File: src/rtl/id_ex_pipe.sv
// ID/EX pipeline register with load-use hazard detection, redirect flush,
// downstream-stall hold and saturating event counters.
module id_ex_pipe (
    input  logic        clk,
    input  logic        rst,

    input  logic        id_valid,
    input  logic [31:0] id_pc,
    input  logic [4:0]  id_rs1_addr,
    input  logic [4:0]  id_rs2_addr,
    input  logic [4:0]  id_rd_addr,
    input  logic [31:0] id_rs1_data,
    input  logic [31:0] id_rs2_data,
    input  logic [31:0] id_imm,
    input  logic [16:0] id_ctrl,

    input  logic        ex_redirect,
    input  logic        mem_stall,

    output logic        ex_valid,
    output logic [31:0] ex_pc,
    output logic [31:0] ex_rs1_data,
    output logic [31:0] ex_rs2_data,
    output logic [31:0] ex_imm,
    output logic [4:0]  ex_rs1_addr,
    output logic [4:0]  ex_rs2_addr,
    output logic [4:0]  ex_rd_addr,
    output logic [16:0] ex_ctrl,

    output logic        id_stall,
    output logic [15:0] load_use_cnt,
    output logic [15:0] flush_cnt
);

    // Decoder bundle bit positions used by the hazard logic.
    localparam int unsigned CTRL_MEM_WE = 12;
    localparam int unsigned CTRL_MEM_RD = 11;

    localparam logic [15:0] CNT_MAX = 16'hFFFF;

    logic ex_load;
    logic rd_match;
    logic load_use;

    // Hazard detection: a real load in EX whose non-x0 destination is read by ID.
    // Stores also raise the read enable, so the write enable excludes them.
    always_comb begin
        ex_load  = ex_valid & ex_ctrl[CTRL_MEM_RD] & ~ex_ctrl[CTRL_MEM_WE];
        rd_match = (ex_rd_addr == id_rs1_addr) | (ex_rd_addr == id_rs2_addr);
        load_use = id_valid & ex_load & (ex_rd_addr != 5'd0) & rd_match;
        // A redirect kills the ID instruction anyway, so fetch need not hold.
        id_stall = (mem_stall | load_use) & ~ex_redirect;
    end

    // EX slot register: flush > hold > bubble > capture, one action per edge.
    // NOTE: sequential state uses non-blocking (<=) so every flop samples
    // pre-edge values regardless of statement order.
    always_ff @(posedge clk or posedge rst) begin
        if (rst) begin
            ex_valid    <= 1'b0;
            ex_pc       <= '0;
            ex_rs1_data <= '0;
            ex_rs2_data <= '0;
            ex_imm      <= '0;
            ex_rs1_addr <= '0;
            ex_rs2_addr <= '0;
            ex_rd_addr  <= '0;
            ex_ctrl     <= '0;
        end else if (ex_redirect || (!mem_stall && load_use)) begin
            // Flush and bubble both leave an empty slot with all enables low.
            ex_valid    <= 1'b0;
            ex_pc       <= '0;
            ex_rs1_data <= '0;
            ex_rs2_data <= '0;
            ex_imm      <= '0;
            ex_rs1_addr <= '0;
            ex_rs2_addr <= '0;
            ex_rd_addr  <= '0;
            ex_ctrl     <= '0;
        end else if (!mem_stall) begin
            ex_valid    <= id_valid;
            ex_pc       <= id_pc;
            ex_rs1_data <= id_rs1_data;
            ex_rs2_data <= id_rs2_data;
            ex_imm      <= id_imm;
            ex_rs1_addr <= id_rs1_addr;
            ex_rs2_addr <= id_rs2_addr;
            ex_rd_addr  <= id_rd_addr;
            // An invalid slot must never carry live enables into EX.
            ex_ctrl     <= id_valid ? id_ctrl : '0;
        end
        // NOTE: with mem_stall and no redirect no branch assigns, so the flops
        // simply hold; this is a clocked block, so no latch is implied.
    end

    // Saturating event counters: one flush per redirect edge, one per bubble.
    always_ff @(posedge clk or posedge rst) begin
        if (rst) begin
            flush_cnt    <= '0;
            load_use_cnt <= '0;
        end else if (ex_redirect) begin
            if (flush_cnt != CNT_MAX) flush_cnt <= flush_cnt + 16'd1;
        end else if (!mem_stall && load_use) begin
            if (load_use_cnt != CNT_MAX) load_use_cnt <= load_use_cnt + 16'd1;
        end
    end

endmodule

File: config.mk
export PLATFORM = sky130hd
export DESIGN_NAME = id_ex_pipe
export DESIGN_NICKNAME = d
export VERILOG_FILES = /design/src/rtl/id_ex_pipe.sv
export SDC_FILE = /design/constraint.sdc
export NUM_CORES = 1
export LEC_CHECK = 0
export BUFFER_PORTS_ARGS = -buffer_cell sky130_fd_sc_hd__clkbuf_2
export CELL_PAD_IN_SITES_DETAIL_PLACEMENT = 2
export CELL_PAD_IN_SITES_GLOBAL_PLACEMENT = 2
export CORE_MARGIN = 2
export CORE_UTILIZATION = 30
export DETAILED_ROUTE_END_ITERATION = 6
export PLACE_DENSITY = 0.87
export SLEW_MARGIN = 0
export SYNTH_ARGS = -nofsm -noshare
export SYNTH_HDL_FRONTEND = slang
export SYNTH_SLANG_ARGS = --single-unit
File: constraint.sdc
create_clock -name clk -period 11.3 [get_ports clk]
set_input_delay 0.565 -clock clk [delete_from_list [all_inputs] [get_ports clk]]
set_output_delay 0.565 -clock clk [all_outputs]
set_load 0.05 [all_outputs]
==> flow_summary.yaml, run 1 <==
outcome:
  outcome: "completed"
clocking:
  clkTransAtPathRegs_ns: 0.08
  clockBufferDepth: 2
  cts.htree.levels: 4
  clock-sinks: 193
  cts_tree: "done"
  cts_hold_buffers: 0
  cts_root_buffer: "clkbuf_16"
  clk_latency_ns: 0.43
  cts_resized: 0
  cts-buffers-inserted: 17
  postCtsSetupRepairBufs: 0
global_routing:
  grt_pass1_vias: 8152
  grt_pass1_wl_um: 48000
  grt_overflow: 0
  antenna_found_initial: 0
  grt_usage_pct: 21.6
  grt_max_degree: 132
detailed_routing:
  totalWireLength_um: 30700
  post_drt_wl_per_cell_um: 21.3
  dr.pass1.iters: 4
  drtIter0Drc: 434
  num_vias: 7545
  ant_nets: 0
  via_per_inst: 5.23
  remaining_drc_errors: 0
sta:
  hold_viol_final: 0
  fin_skew_ns: 0.0161
  rsz0062_at_grt: "no"
  max_slew_margin_pct: 24.0
  setup_viol: 0
  tightest_slew_ns: 1.14
  layout_worst_path_cycle_share_pct: 29.2
  fmax_mhz: 303
  drv_slew: 0
  period_needed_ns: 3.30
  tns_ns: 0
cells_and_area:
  final_cells: 1443
  drive_gt1_share_pct: 37.2
  area_growth_pct: 31.7
  diodes: 0
  mostFrequentLayoutCells: "clkbuf_2 (356), nand2_1 (203), dfrtp_1 (193)"
  final_common_cell: "clkbuf_2"
  finalNetCount: 1257
power_and_ir_drop:
  pwr_density_cell_nw_per_um2: 160
  vdd_drop_max_uv: 83.3
  power_leakage_nw: 5.41
critical_path:
  r2r-start: "ex_rd_addr[0]$_DFFE_PP0P_"
  critPathTopFamily: "simple AND/OR/NAND/NOR gates"
  crit_start: "ex_rd_addr[0]$_DFFE_PP0P_"
  crit_buf_inv: 1
  crit_chain: "xor2_1 > nor3_2 > a22oi_2 > nor2_4 > buf_4 > o21ai_0"
  cp-start-kind: "flop"
  crit_required_ns: 11.58
  slowest_delay_ns: 0.98
  cp.arrival_ns: 3.58
  critPathKind: "reg2reg"
  cp-end-kind: "flop"
  slowest_stage: "nor2_4"
  crit_fanout: 56
floorplan:
  die_y_um: 169
  die_x_um: 169
  rows: 60
  initial_utilization_pct: 30.3
  core_sq_um: 26800
  die-area_sq_um: 28400
  num_io_pins: 359
synthesis:
  synth_ff_type: "dfrtp_1"
  yosysSeqAreaShare_pct: 59.4
  ys_async_sr_fraction_pct: 100
  syn_inst: 774
  syn_nets: 941
  postSynthAreaPerCell_sq_um: 10.5
  synth-edff-count: 0
  ys_ff_latch: 193
  synth_cell_types: 40
  netlist_area_sq_um: 8120
  synth_warnings: 0
placed_design:
  gp_congestion: 0.819
  portBuffers: 358
  dp_hpwl_um: 21600
  dpl.cell_count: 1412
flow_run:
  cap_violations: 0
worst_hold_path:
  holdCritPathClass: "in2async"
## state kept, by name, indices dropped and copies added (netlist names)
| name | count |
|---|---|
| ex_imm | 32 |
| ex_pc | 32 |
| ex_rs1_data | 32 |
| ex_rs2_data | 32 |
| ex_ctrl | 17 |
| flush_cnt | 16 |
| load_use_cnt | 16 |
| ex_rd_addr | 5 |
| ex_rs1_addr | 5 |
| ex_rs2_addr | 5 |
| ex_valid | 1 |
## cell type report
cell class | count | area (sq um)
Clock buffer | 19 | 433
Timing Repair Buffer | 367 | 1860
Sequential cell | 193 | 4830
Tap cell | 341 | 427
Fill cell | 2938 | 16100
Inverter | 5 | 26.3
Clock inverter | 12 | 119
Multi-Input combinational cell | 506 | 3000
## power breakdown
| group | switching (W) | internal, W |
|---|---|---|
| logic | 0.000267 | 0.0000882 |
| registers | 0.0000369 | 0.000733 |
| clock network | 0.000299 | 0.000292 |
| total | 0.000603 | 0.00111 |
## worst register-to-register path, delay by kind of cell (launching register included)
family | cells | cell delay (ns)
and+or+nand+nor | 2 | 1.18
buffers and inverters | 1 | 0.72
xor gates and xnor gates | 1 | 0.22
AOI/OAI and AO/OA | 2 | 0.56
DFF | 1 | 0.48
## logic make-up after synthesis
logic type,after synthesis,synth area share [%]
flops,193,59.4
fa+ha+maj,2,0.308
compound gates,168,15.7
simple gates,294,16.0
mux,3,0.462
buf+inv,75,3.90
xor+xnor,39,4.20
## path summary, 6_finish.rpt
kind / end / slack (ns) / cells after the start
setup / recovery: ex_ctrl[2]$_DFFE_PP0P_ / 8.00 / 6
hold / removal: ex_rs1_data[19]$_DFFE_PP0P_ / 0.35 / 2
setup reg to reg: ex_ctrl[2]$_DFFE_PP0P_ / 8.00 / 6
hold reg to reg: ex_ctrl[1]$_DFFE_PP0P_ / 0.48 / 2
max in group asynchronous: ex_rs2_data[23]$_DFFE_PP0P_ / 9.48 / 3
min in group clk: ex_imm[12]$_DFFE_PP0P_ / 0.35 / 3
## per-layer routing
metal  GRT usage [%]  up-vias  routed length (um)
met1            25.6     3850               12300
met5               0        -                   0
met2            37.5      261               15400
met4            6.37        0                 674
met3            7.04       36                2220
li1                -     3398                   -
## cell usage after synthesis (5+ instances only)
cell type / number / area [sq um]
nor4_1: 5 / 31.3
nand2_1: 203 / 762
xor2_1: 28 / 245
o22ai_1: 90 / 563
nand4_1: 11 / 68.8
inv_1: 5 / 18.8
buf_2: 16 / 80.1
nor2_1: 11 / 41.3
dfrtp_1: 193 / 4830
xnor2_1: 11 / 96.3
nand3_1: 26 / 130
o21ai_0: 11 / 55.1
a32o_1: 58 / 581
clkbuf_1: 51 / 191
nor3_1: 8 / 40.0
and3_1: 13 / 81.3
## stage by stage
| step | area [sq um] | total power, W | utilization (%) | hold WS [ns] | worst slack (ns) |
|---|---|---|---|---|---|
| 3_3_place_gp | 10100 | 0.00113 | 37.9 | 0.461 | 7.93 |
| 5_1_grt | 10700 | 0.00179 | 39.9 | 0.336 | 7.72 |
| 2_1_floorplan | 8120 | 0.00102 | - | 0.708 | 5.48 |
| 3_5_place_dp | 10100 | 0.00114 | 37.9 | 0.474 | 7.80 |
| 4_1_cts | 10700 | 0.00174 | 39.9 | 0.330 | 7.93 |
| 6_report | 10700 | 0.00172 | 39.9 | 0.346 | 8.00 |
Note: power is estimated with default switching activity, not from simulation.
==> run 2: changes to the inputs <==
--- a/config.mk
+++ b/config.mk
@@ -9,9 +9,9 @@
 export CELL_PAD_IN_SITES_DETAIL_PLACEMENT = 2
 export CELL_PAD_IN_SITES_GLOBAL_PLACEMENT = 2
 export CORE_MARGIN = 2
-export CORE_UTILIZATION = 30
+export CORE_UTILIZATION = 25
 export DETAILED_ROUTE_END_ITERATION = 6
-export PLACE_DENSITY = 0.87
+export PLACE_DENSITY = 0.78
 export SLEW_MARGIN = 0
 export SYNTH_ARGS = -nofsm -noshare
 export SYNTH_HDL_FRONTEND = slang
==> constraint.sdc (replaced) <==
create_clock -name clk -period 2.7 [get_ports clk]
set_input_delay 0.135 -clock clk [delete_from_list [all_inputs] [get_ports clk]]
set_output_delay 0.135 -clock clk [all_outputs]
set_load 0.05 [all_outputs]
==> flow_summary.yaml, run 2 (synthesis gave the netlist of run 1 again) <==
floorplan:
  die-area_sq_um: 34000
  rows: 66
  die_x_um: 184
  initial_utilization_pct: 25.2
  num_io_pins: 359
  die_y_um: 184
  core_sq_um: 32300
placed_design:
  dp_hpwl_um: 22300
  portBuffers: 358
  dpl.cell_count: 1521
  pre_cts_slack_ns: 0.234
  gp_congestion: 0.766
sta:
  fin_ws_ns: 0.226
  period_needed_ns: 2.47
  fmax_mhz: 404
  setup_viol: 0
  drv_slew: 0
  tightest_slew_ns: 0.759
  max_slew_margin_pct: 49.3
  hold_viol_final: 0
  tns_ns: 0
  layout_worst_path_cycle_share_pct: 91.6
  holdWs_ns: 0.0473
  fin_skew_ns: 0.0115
  rsz0062_at_grt: "no"
global_routing:
  grt_usage_pct: 21.6
  antenna_found_initial: 3
  grt_max_degree: 85
  grt_overflow: 0
  grt_pass1_vias: 9598
  grt_pass1_wl_um: 56400
cells_and_area:
  fillerInstances: 3511
  final_cells: 1707
  drive_gt1_share_pct: 33.3
  finalNetCount: 1418
  final_common_cell: "clkbuf_2"
  area_growth_pct: 54.6
  mostFrequentLayoutCells: "clkbuf_2 (356), nand2_1 (203), dfrtp_1 (193)"
detailed_routing:
  num_vias: 8370
  drtIter0Drc: 326
  totalWireLength_um: 36900
  via_per_inst: 4.90
  dr.pass1.iters: 4
  ant_nets: 0
  post_drt_wl_per_cell_um: 21.6
  remaining_drc_errors: 0
clocking:
  clkTransAtPathRegs_ns: 0.07
  cts-buffers-inserted: 17
  cts_root_buffer: "clkbuf_16"
  clock-sinks: 193
  clk_latency_ns: 0.44
  cts_tree: "done"
  clockBufferDepth: 2
  cts.htree.levels: 4
outcome:
  outcome: "completed"
critical_path:
  critPathKind: "reg2out"
  crit_required_ns: 2.57
  slowest_delay_ns: 0.58
  crit_chain: "or4_1 > o21ai_2 > or2_2 > a21oi_1 > clkbuf_2"
  crit_fanout: 6
  slowest_stage: "or4_1"
  cp-end-kind: "output port"
  cp.arrival_ns: 2.34
  cp-start-kind: "flop"
worst_hold_path:
  holdCritPathClass: "in2reg"
flow_run:
  cap_violations: 0
power_and_ir_drop:
  vdd_drop_max_uv: 414
  power_leakage_nw: 6.14
  pwr_density_cell_nw_per_um2: 608
run 2: cell count changes in the layout (fill, tap and decap cells not counted), moves of 3 or more:
cell / previous run / this run
clkinv_4: 4 / 1
buf_12: 0 / 7
diode_2: 0 / 3
inv_8: 4 / 0
dlygate4sd3_1: 0 / 152
bufinv_16: 0 / 3
run 2: what timing repair did:
item,CTS,global route
setup buffers,1,0
hold buffers,152,0
gates resized for setup,0,0
hold endpoints to repair,176,0
setup endpoints to repair,1,0
run 2: metal layers:
layer | global-route usage [%] | up-vias | part of all wire, %
met2 | 38.5 | 308 | 51
met3 | 5.14 | 98 | 5.3
met4 | 11.9 | 0 | 5.1
li1 | - | 3731 | -
met5 | 0 | - | 0
met1 | 23.8 | 4233 | 39
run 2: stage by stage:
step | total power, W | util, % | instance area (sq um)
2_1_floorplan | 0.00426 | - | 8130
3_3_place_gp | 0.00474 | 32.3 | 10400
3_5_place_dp | 0.00479 | 32.3 | 10400
4_1_cts | 0.00771 | 38.9 | 12600
5_1_grt | 0.00794 | 38.9 | 12600
6_report | 0.00764 | 38.9 | 12600
run 2: area by class of cell:
cell class	count	area, sq um	area share (%)
clock buffers	19	453	3.61
diodes	3	7.51	0.0598
flip-flops and latches	193	4830	38.5
multi-input cells	506	3000	23.9
repair buffers	528	3540	28.2
inverters	5	22.5	0.179
well taps	442	553	4.40
clock inverters	11	151	1.21
run 2: final timing paths:
| kind | startpoint | to | slack, ns | depth (start not counted) |
|---|---|---|---|---|
| worst max-delay path | ex_rd_addr[1]$_DFFE_PP0P_ | id_stall | 0.23 | 5 |
| worst min-delay path | id_ctrl[10] | ex_ctrl[10]$_DFFE_PP0P_ | 0.05 | 3 |
| worst max register to register | ex_rd_addr[2]$_DFFE_PP0P_ | ex_rs2_data[27]$_DFFE_PP0P_ | 0.28 | 7 |
| worst min register to register | ex_rs1_addr[4]$_DFFE_PP0P_ | ex_rs1_addr[4]$_DFFE_PP0P_ | 0.48 | 2 |
| max in group asynchronous | rst | ex_rs2_data[21]$_DFFE_PP0P_ | 1.44 | 4 |
| min in group asynchronous | rst | flush_cnt[12]$_DFFE_PP0P_ | 0.37 | 3 |
run 2: worst max-delay path, delay by kind of cell, from the launching register on:
kind,cells,cell delay (ns)
flip-flops,1,0.46
AO/OA/AOI/OAI,2,0.34
AND/OR/NAND/NOR,2,0.83
buffers and inverters,1,0.26
run 2: power by group:
part	switching (W)	internal [W]	leakage [nW]
Sequential	0.000166	0.00307	2.58
Clock	0.00119	0.00151	0.297
Combinational	0.00118	0.000529	3.26
==> run 3: changes to the inputs <==
--- a/config.mk
+++ b/config.mk
@@ -11,6 +11,7 @@
 export CORE_MARGIN = 2
 export CORE_UTILIZATION = 25
 export DETAILED_ROUTE_END_ITERATION = 6
+export HOLD_SLACK_MARGIN = 0.1
 export PLACE_DENSITY = 0.78
 export SLEW_MARGIN = 0
 export SYNTH_ARGS = -nofsm -noshare
==> flow_summary.yaml, run 3 (synthesis gave the netlist of run 1 again) <==
flow_run:
  cap_violations: 0
cells_and_area:
  final_common_cell: "clkbuf_2"
  area_growth_pct: 56.0
  drive_gt1_share_pct: 33.2
  final_area_sq_um: 12700
  finalNetCount: 1429
  mostFrequentLayoutCells: "clkbuf_2 (356), nand2_1 (203), dfrtp_1 (192)"
placed_design:
  gp_congestion: 0.766
  pre_cts_slack_ns: 0.234
  dpl-instance-area_sq_um: 10400
  dp_hpwl_um: 22300
  portBuffers: 358
detailed_routing:
  ant_nets: 0
  wl_met2_um: 19400
  wl_met3_um: 1960
  remaining_drc_errors: 0
  num_vias: 8402
  totalWireLength_um: 37600
  post_drt_wl_per_cell_um: 21.9
  drt-met1-wl_um: 14500
  drtIter0Drc: 295
  dr.max_layer_used: "met4"
  via_per_inst: 4.89
  dr.pass1.iters: 6
clocking:
  clockBufferDepth: 2
  cts_root_buffer: "clkbuf_16"
  cts-buffers-inserted: 17
  clock-sinks: 193
  clk_latency_ns: 0.44
  cts_tree: "done"
  clkTransAtPathRegs_ns: 0.08
  cts.htree.levels: 4
critical_path:
  cp-end-kind: "flop"
  cp-start-kind: "flop"
  r2r-start: "ex_rd_addr[1]$_DFFE_PP0P_"
  slowest_stage: "dlygate4sd3_1"
  crit_fanout: 20
  slowest_delay_ns: 0.60
  rr_worst_depth: 7
  critPathKind: "reg2reg"
  worstSetupEndpoint: "ex_rd_addr[2]$_DFFE_PP0P_"
  cp.arrival_ns: 2.88
  crit_start: "ex_rd_addr[1]$_DFFE_PP0P_"
  crit_chain: "xor2_1 > nor3_2 > a22oi_2 > buf_4 > nor2_4 > o22ai_1 > dlygate4sd3_1"
  r2r_setup_slack_ns: 0.14
  crit_required_ns: 3.02
  worstReg2RegEnd: "ex_rd_addr[2]$_DFFE_PP0P_"
worst_hold_path:
  holdCritPathClass: "in2reg"
floorplan:
  die_y_um: 184
  rows: 66
  die-area_sq_um: 34000
  initial_utilization_pct: 25.2
  die_x_um: 184
  num_io_pins: 359
  core_sq_um: 32300
global_routing:
  grt_overflow: 0
  grt_max_degree: 85
  antenna_found_initial: 2
  grt_usage_pct: 22.1
  grt_pass1_vias: 9738
  grt_pass1_wl_um: 57400
sta:
  max_slew_margin_pct: 48.2
  period_needed_ns: 2.56
  setup_viol: 0
  fin_ws_ns: 0.144
  drv_slew: 0
  fmax_mhz: 391
  hold_viol_final: 0
  fin_skew_ns: 0.0116
  tightest_slew_ns: 0.777
  layout_worst_path_cycle_share_pct: 94.7
  rsz0062_at_grt: "yes"
outcome:
  outcome: "completed"
power_and_ir_drop:
  vdd_drop_max_uv: 412
  power_leakage_nw: 6.19
  p_total_w: 0.00767
  pwr_density_cell_nw_per_um2: 605
## run 3: cell types whose count changed in the layout (fill, tap and decap cells not counted)
cell | before | now
o22ai_1 | 90 | 89
diode_2 | 3 | 2
dfrtp_2 | 0 | 1
dfrtp_1 | 193 | 192
dlygate4sd3_1 | 152 | 163
o22ai_2 | 0 | 1
## run 3: worst min path at each step
| stage | depth (start not counted) | slack [ns] | from | endpoint |
|---|---|---|---|---|
| 2_1_floorplan | 2 | 0.28 | id_rs1_addr[4] | ex_rs1_addr[4]$_DFFE_PP0P_ |
| 3_3_place_gp | 2 | 0.29 | rst | load_use_cnt[4]$_DFFE_PP0P_ |
| 3_5_place_dp | 2 | 0.29 | rst | load_use_cnt[3]$_DFFE_PP0P_ |
| 4_1_cts | 3 | 0.12 | id_rs1_addr[2] | ex_rs1_addr[2]$_DFFE_PP0P_ |
| 5_1_grt | 3 | 0.13 | id_rs1_addr[2] | ex_rs1_addr[2]$_DFFE_PP0P_ |
| 6_report | 3 | 0.14 | id_rs1_addr[2] | ex_rs1_addr[2]$_DFFE_PP0P_ |
## run 3: area by class of cell
| type | instances | area [sq um] |
|---|---|---|
| inverters | 5 | 22.5 |
| clock buffers | 19 | 453 |
| diodes | 2 | 5.00 |
| flip-flops and latches | 193 | 4830 |
| clock inverters | 11 | 151 |
| well taps | 442 | 553 |
| multi-input cells | 506 | 3010 |
| fillers | 3495 | 19600 |
| repair buffers | 539 | 3650 |
## run 3: routing by layer
| layer | global-route usage [%] | up-vias |
|---|---|---|
| met5 | 0 | - |
| met4 | 11.9 | 0 |
| met3 | 5.14 | 94 |
| met2 | 39.5 | 311 |
| met1 | 24.2 | 4247 |
| li1 | - | 3750 |
## run 3: per-stage QoR
stage	TNS (ns)	instances	hold WS [ns]	util, %
after floorplan	0	774	0.278	-
after global placement	0	1521	0.291	32.3
after detailed placement	0	1521	0.294	32.3
after CTS	0	1715	0.117	39.2
after global routing	-0.000960	1717	0.135	39.3
final	0	1717	0.142	39.3
## run 3: critical path, delay by kind of cell, from the launching register on
family,cells,cell delay (ns)
compound gates,2,0.23
xor+xnor,1,0.22
buf+inv,2,0.82
flops,1,0.47
simple gates,2,0.69
## run 3: what timing repair did
| item | 4_1_cts | 5_1_grt |
|---|---|---|
| setup endpoints to repair | 1 | 3 |
| gates resized for setup | 0 | 2 |
| endpoints found under the hold margin | 182 | 0 |
| setup buffers | 1 | 0 |
| pin swaps | 1 | 1 |
| gates cloned | 0 | 0 |
| hold buffers | 163 | 0 |
## run 3: where the power goes
group	internal, W	total (W)	leakage (nW)	switching [W]
sequential	0.00307	0.00324	2.58	0.000165
combinational	0.000539	0.00173	3.32	0.00119
clock	0.00151	0.00270	0.296	0.00119
total	0.00512	0.00767	6.19	0.00255
